`src/rtl/dmem_arbiter_pkg.sv`:
```
// Shared definitions for the data-memory arbiter.
//   STARVE_LIMIT_DEFAULT : denied DMA cycles tolerated before DMA is forced a grant
//   rd_owner_e           : which requester owns the read response in flight
package dmem_arbiter_pkg;

    localparam int unsigned STARVE_LIMIT_DEFAULT = 4;

    typedef enum logic [1:0] {
        RD_NONE = 2'd0,
        RD_PIPE = 2'd1,
        RD_DMA  = 2'd2
    } rd_owner_e;

endpackage

```
`src/rtl/dmem_arbiter_starve.sv`:
```
// Starvation counter for the DMA requester.
//   clk, rst_n : clock, asynchronous active-low reset
//   req        : DMA is requesting this cycle
//   gnt        : DMA was granted this cycle
//   limit_hit  : DMA has been denied LIMIT consecutive requesting cycles
module starve_counter #(
    parameter int unsigned LIMIT = dmem_arbiter_pkg::STARVE_LIMIT_DEFAULT
) (
    input  logic clk,
    input  logic rst_n,
    input  logic req,
    input  logic gnt,
    output logic limit_hit
);

    localparam int unsigned CW = $clog2(LIMIT + 2);

    logic [CW-1:0] cnt_q;
    logic [CW-1:0] cnt_d;

    assign limit_hit = (cnt_q == CW'(LIMIT));

    // Any gap in the request or any grant restarts the count; otherwise
    // count denials and saturate at the limit.
    always_comb begin
        cnt_d = cnt_q;
        if (!req || gnt) begin
            cnt_d = '0;
        end else if (!limit_hit) begin
            cnt_d = cnt_q + CW'(1);
        end
    end

    always_ff @(posedge clk or negedge rst_n) begin
        if (!rst_n) begin
            cnt_q <= '0;
        end else begin
            cnt_q <= cnt_d;
        end
    end

endmodule

```
`src/rtl/dmem_arbiter.sv`:
```
// Single-port data-memory arbiter between the pipeline MEM stage and a
// DMA/loader. The memory itself lives outside; this block only muxes the
// request onto it and tags the one-cycle-later read response.
//   p_req/p_we/p_addr/p_wdata : pipeline request
//   p_stall, p_rvalid         : pipeline hold and load-data valid
//   d_req/d_we/d_addr/d_wdata : DMA request
//   d_gnt, d_rvalid           : DMA accept and read-data valid
//   rdata                     : shared read data (= m_rdata)
//   m_addr/m_wdata/m_wen      : memory request, m_rdata arrives next cycle
import dmem_arbiter_pkg::*;

module dmem_arbiter #(
    parameter int unsigned STARVE_LIMIT = STARVE_LIMIT_DEFAULT,
    parameter int unsigned AW           = 32
) (
    input  logic          clk,
    input  logic          rst_n,
    input  logic          p_req,
    input  logic          p_we,
    input  logic [AW-1:0] p_addr,
    input  logic [31:0]   p_wdata,
    output logic          p_stall,
    output logic          p_rvalid,
    input  logic          d_req,
    input  logic          d_we,
    input  logic [AW-1:0] d_addr,
    input  logic [31:0]   d_wdata,
    output logic          d_gnt,
    output logic          d_rvalid,
    output logic [31:0]   rdata,
    output logic [AW-1:0] m_addr,
    output logic [31:0]   m_wdata,
    output logic          m_wen,
    input  logic [31:0]   m_rdata
);

    rd_owner_e rd_owner_q;
    rd_owner_e rd_owner_d;
    logic      p_gnt;
    logic      limit_hit;

    starve_counter #(
        .LIMIT(STARVE_LIMIT)
    ) u_starve (
        .clk      (clk),
        .rst_n    (rst_n),
        .req      (d_req),
        .gnt      (d_gnt),
        .limit_hit(limit_hit)
    );

    // Pipeline has priority unless DMA has hit its starvation limit.
    // Grants are masked during reset so nothing reaches the memory.
    always_comb begin
        p_gnt = rst_n & p_req & ~(d_req & limit_hit);
        d_gnt = rst_n & d_req & ~p_gnt;
    end

    assign p_stall = p_req & ~p_gnt & rst_n;

    always_comb begin
        m_addr  = '0;
        m_wdata = '0;
        m_wen   = 1'b0;
        if (p_gnt) begin
            m_addr  = p_addr;
            m_wdata = p_wdata;
            m_wen   = p_we;
        end else if (d_gnt) begin
            m_addr  = d_addr;
            m_wdata = d_wdata;
            m_wen   = d_we;
        end
    end

    always_comb begin
        rd_owner_d = RD_NONE;
        if (p_gnt && !p_we) begin
            rd_owner_d = RD_PIPE;
        end else if (d_gnt && !d_we) begin
            rd_owner_d = RD_DMA;
        end
    end

    // Asynchronous clear drops any in-flight response; it is never replayed.
    always_ff @(posedge clk or negedge rst_n) begin
        if (!rst_n) begin
            rd_owner_q <= RD_NONE;
        end else begin
            rd_owner_q <= rd_owner_d;
        end
    end

    assign p_rvalid = (rd_owner_q == RD_PIPE);
    assign d_rvalid = (rd_owner_q == RD_DMA);
    assign rdata    = m_rdata;

endmodule

```
`config.mk`:
```
export PLATFORM = sky130hd
export DESIGN_NAME = dmem_arbiter
export DESIGN_NICKNAME = d
export VERILOG_FILES = /design/src/rtl/dmem_arbiter_pkg.sv /design/src/rtl/dmem_arbiter_starve.sv /design/src/rtl/dmem_arbiter.sv
export SDC_FILE = /design/constraint.sdc
export NUM_CORES = 1
export LEC_CHECK = 0
export ABC_AREA = 1
export BUFFER_PORTS_ARGS = -buffer_cell sky130_fd_sc_hd__buf_2
export CAP_MARGIN = 20
export CORE_AREA = 2 2 102 104
export CTS_CLUSTER_DIAMETER = 200
export DETAILED_ROUTE_END_ITERATION = 6
export DIE_AREA = 0 0 104 106
export GPL_ROUTABILITY_DRIVEN = 0
export HOLD_SLACK_MARGIN = 0.06
export PLACE_DENSITY = 0.61
export SYNTH_ARGS = -nofsm -noshare
export SYNTH_HDL_FRONTEND = slang
export SYNTH_SLANG_ARGS = --single-unit
```
`constraint.sdc`:
```
create_clock -name clk -period 4.8 [get_ports clk]
set_input_delay 0.96 -clock clk [delete_from_list [all_inputs] [get_ports clk]]
set_output_delay 0.96 -clock clk [all_outputs]
set_load 0.02 [all_outputs]
```
After elaboration in Yosys (flattened, before gate mapping)
Index checks and enable logic that the tools add are counted.

Add/subtract/negate cells: 1. Reduce and logical (&&, ||, !) cells: 6. Bitwise logic cells: 9. Muxes and demuxes: 10. Equality and inequality tests: 4.

Operators by type and width (number): two-way mux 32 bit (4); bitwise AND 1 bit (7); two-way mux 3 bit (2); two-way mux 2 bit (2); adder 3 x 1 -> 3 bit, second input constant (1); equality test 3 bit, second input constant (1); zero test 1 bit (3); equality test 2 x 1 -> 1 bit, second input constant (1); equality test 2 bit, second input constant (1); logical AND 1 bit (2); two-way mux 1 bit (2); inequality test 2 x 1 -> 1 bit, second input constant (1); inverter 1 bit (2); logical OR 1 bit (1).

Register bits after elaboration: 5. Logic and storage cells: 32. Input port bits: 166. Output and inout bits: 101.

Longest topological paths before layout
Depth after elaboration: 9. Depth in mapped cells: 10. Mapped depth without buffers: 8.

Hierarchy
A second synthesis with hierarchy kept.

Cell total of the unflattened synthesis: 295. Area, all modules: 1555.2 um2.

Modules (own cells, without submodules): dmem_arbiter (cells each 268, times used 1, sequential area each 50.0 um2, area each 1346.3 um2); starve_counter (cells each 27, times used 1, sequential area each 75.1 um2, area each 209.0 um2).

Worst setup path after synthesis
Ideal clock, no wire load.

Path type: in2out. Start: input d_req. End: output m_addr[0]. Required time: 3.840 ns. Path buffers: 2. Data arrival time: 1.761 ns. Stages: 5. Slack: 2.079 ns. Cell sequence: nand3_2 -> buf_2 -> clkbuf_1 -> nand3_1 -> nand2_1.

Word-level cells in the longest chain between the ends: 7. Elaborated cells on any way between the ends: 8. Classes of those cells: 2 x mux; 6 x bitwise.

Ends and longest elaborated chain: start, declared (line dmem_arbiter.sv:24) `input logic d_req,`; bitwise AND 1 bit (line dmem_arbiter.sv:55) `p_gnt = rst_n & p_req & ~(d_req & limit_hit);`; inverter 1 bit (line dmem_arbiter.sv:55); bitwise AND 1 bit (line dmem_arbiter.sv:55); inverter 1 bit (line dmem_arbiter.sv:56) `d_gnt = rst_n & d_req & ~p_gnt;`; bitwise AND 1 bit (line dmem_arbiter.sv:56); two-way mux 32 bit (line dmem_arbiter.sv:69) `end else if (d_gnt) begin`; two-way mux 32 bit (*) (line dmem_arbiter.sv:65) `if (p_gnt) begin`; end, declared (line dmem_arbiter.sv:31) `output logic [AW-1:0] m_addr,`.

Every way passes the cells marked *; elsewhere a longest branch is shown, timed or not.

Worst setup path in the final report
Start: input rst_n. End: output m_wdata[24].

Word-level cells in the longest chain between the ends: 6. Elaborated cells on any way between the ends: 7. Classes of those cells: 2 x mux; 5 x bitwise.

Ends and longest elaborated chain: start, declared (line dmem_arbiter.sv:17) `input logic rst_n,`; bitwise AND 1 bit (2 in series) (line dmem_arbiter.sv:55); inverter 1 bit (line dmem_arbiter.sv:56); bitwise AND 1 bit (line dmem_arbiter.sv:56); two-way mux 32 bit (line dmem_arbiter.sv:69); two-way mux 32 bit (*) (line dmem_arbiter.sv:65); end, declared (line dmem_arbiter.sv:32) `output logic [31:0] m_wdata,`.

Marks and branches as above.

==> qor.yml <==
worst_setup_path:
  cp-start-kind: "input pin"
  critical_path_class: "in2out"
  worstPathRequired_ns: 3.84
  cp-end-kind: "output port"
  worstPathArrival_ns: 2.65
  cp_max_fo: 39
clocking:
  cts_hold_buffers: 0
  cts.sinks: 5
  cts_tree: "yes"
  cts-buffers-inserted: 3
  clk_latency_ns: 0.22
  post_cts_buffers: 0
  post_cts_resized: 0
  clock-root-buffer: "clkbuf_8"
  cts_max_level: 1
  clk_pin_slew_worst_paths_ns: 0.03
  cts.path.max_buffers: 2
placement:
  dp.cells: 573
  dpl_worst_slack_ns: 1.17
  hpwlAfterDp_um: 4770
  numPortBuffers: 202
pwr:
  p_per_area_nw_per_um2: 142
  cellLeakagePower_nw: 1.61
  ir_drop_uv: 90.3
timing:
  setup_viol: 0
  final_hold_viol_count: 0
  fmax_mhz: 277
  fin_crit_ns: 3.61
  whs_ns: 0.543
  period_share_pct: 75.2
  tns_ns: 0
  worstMarginPinSlew_ns: 0.683
  finalClockSkew_ns: 0.000459
  relSlewSlack_pct: 54.4
  rsz0062_at_grt: "no"
  finalMaxSlewViolations: 0
  setup_ws_ns: 1.19
route:
  ant_nets: 0
  wl_um: 6110
  drt_iter0_markers: 76
  routedWlPerCell_um: 10.6
  drc: 0
  dr.pass1.iters: 4
  viasPerCell: 3.97
  vias: 2290
floorplan:
  initial_core_util_pct: 14.8
  die-area_um2: 11000
  die_w_um: 104
  rows: 37
  core_um2: 10000
  die_h_um: 106
  io_pins: 267
layout:
  layout-drive-gt1-share_pct: 48.1
  final_util_pct: 23.5
  num-nets-final: 610
  antenna_cells: 0
  fill_cells: 1178
  final_cell_count_no_fill: 577
  syn_to_final_growth_pct: 59.2
  regArea_um2: 125
  multi_input_area_um2: 937
logic_synthesis:
  ys_types: 17
  syn_area_per_cell_um2: 5.18
  ys_ff_latch: 5
  yosysWarningCount: 0
  synth-seq-area-share_pct: 8.48
  syn_nets: 453
  synth_area_um2: 1480
  synthCells: 285
global_routing:
  grt-ovfl-total: 0
  grt_start_max_net_pins: 68
  antenna_found_initial: 0
  grt_pass1_wl_um: 9210
  grt_usage_pct: 9.92
  grt_pass1_vias: 1913
flow_run:
  maxCapViolCount: 0
outcome:
  status: "completed"
worst_hold_path:
  min-delay-path-class: "reg2reg"
## through the flow
| step | instance area [um2] | total power, mW |
|---|---|---|
| 3_5_place_dp | 2300 | 0.257 |
| 2_1_floorplan | 1480 | 0.201 |
| 3_3_place_gp | 2300 | 0.257 |
| 6_report | 2350 | 0.333 |
| 5_1_grt | 2350 | 0.360 |
| 4_1_cts | 2350 | 0.337 |
## cells in the mapped netlist (all sizes together)
| master | n | area share [%] |
|---|---|---|
| inv | 10 | 2.5 |
| nand4 | 1 | 0.42 |
| nand3 | 66 | 23 |
| dfrtp | 5 | 8.5 |
| clkbuf | 6 | 1.5 |
| buf | 47 | 24 |
| ha | 2 | 1.7 |
| nor2 | 6 | 1.5 |
| nand2 | 137 | 35 |
| o211ai | 1 | 0.51 |
| xor2 | 1 | 0.59 |
| o21ai | 3 | 1.0 |
## cell type report
class                      instances  area share [%]
tap                              136            7.25
sequential                         5            5.33
inverter                          10            1.60
multi-input combinational        217            39.9
clock buffer                       4            1.92
timing repair buffer             205            44.0
## final timing paths
check / slack, ns / endpoint / cells past startpoint / start
worst max-delay path: 1.19 / m_wdata[24] / 10 / rst_n
min in group asynchronous: 0.57 / rd_owner_q[1]$_DFF_PN0_ / 1 / rst_n
worst min-delay path: 0.54 / u_starve.cnt_q[1]$_DFFE_PN0P_ / 2 / u_starve.cnt_q[1]$_DFFE_PN0P_
worst max register to register: 2.93 / u_starve.cnt_q[1]$_DFFE_PN0P_ / 6 / u_starve.cnt_q[0]$_DFFE_PN0P_
max in group asynchronous: 4.06 / u_starve.cnt_q[1]$_DFFE_PN0P_ / 1 / rst_n
worst min register to register: 0.54 / u_starve.cnt_q[1]$_DFFE_PN0P_ / 2 / u_starve.cnt_q[1]$_DFFE_PN0P_
## power by group
group	leakage (nW)	internal, mW	switching [mW]	total, mW
sequential	0.0671	0.0449	0.00220	0.0471
combinational	1.52	0.0855	0.123	0.209
clock	0.0228	0.0570	0.0204	0.0773
total	1.61	0.187	0.146	0.333
## cell usage in the layout, fill, tap and decap left out
| cell | instances |
|---|---|
| buf_2 | 202 |
| nand2_1 | 136 |
| nand3_1 | 65 |
| inv_1 | 8 |
| nor2_1 | 6 |
| dfrtp_1 | 5 |
| o21ai_0 | 3 |
| clkbuf_8 | 3 |
| buf_4 | 3 |
| inv_2 | 2 |
| ha_1 | 2 |
| nand3_2 | 1 |
| nand2_2 | 1 |
| o211ai_1 | 1 |
| xor2_1 | 1 |
| nand4_1 | 1 |
| clkbuf_1 | 1 |
## worst max-delay path, stage by stage
cell     delay (ns)
buf_2          0.16
nand2_1        0.10
inv_2          0.04
nand2_2        0.08
nand2_1        0.09
inv_2          0.47
buf_4          0.39
nand2_1        0.08
nand2_1        0.07
buf_2          0.16
## per-layer routing
layer	global-route usage [%]	vias up	wire, um
met5	0	-	0
met4	2.32	0	48
met3	2.58	6	609
met2	18.6	147	3110
met1	11.2	960	2340
li1	-	1177	-
## kinds of logic after synthesis
logic type,count (synthesis),share of synthesized area [%]
simple gates,210,59.7
compound gates,4,1.53
xor+xnor,1,0.594
buf+inv,63,28.0
fa+ha+maj,2,1.70
flops,5,8.48
## state kept, by name (all words and copies together) (netlist names)
name            count
rd_owner_q          2
u_starve.cnt_q      3
No activity file was read; power rests on OpenSTA's default activity.
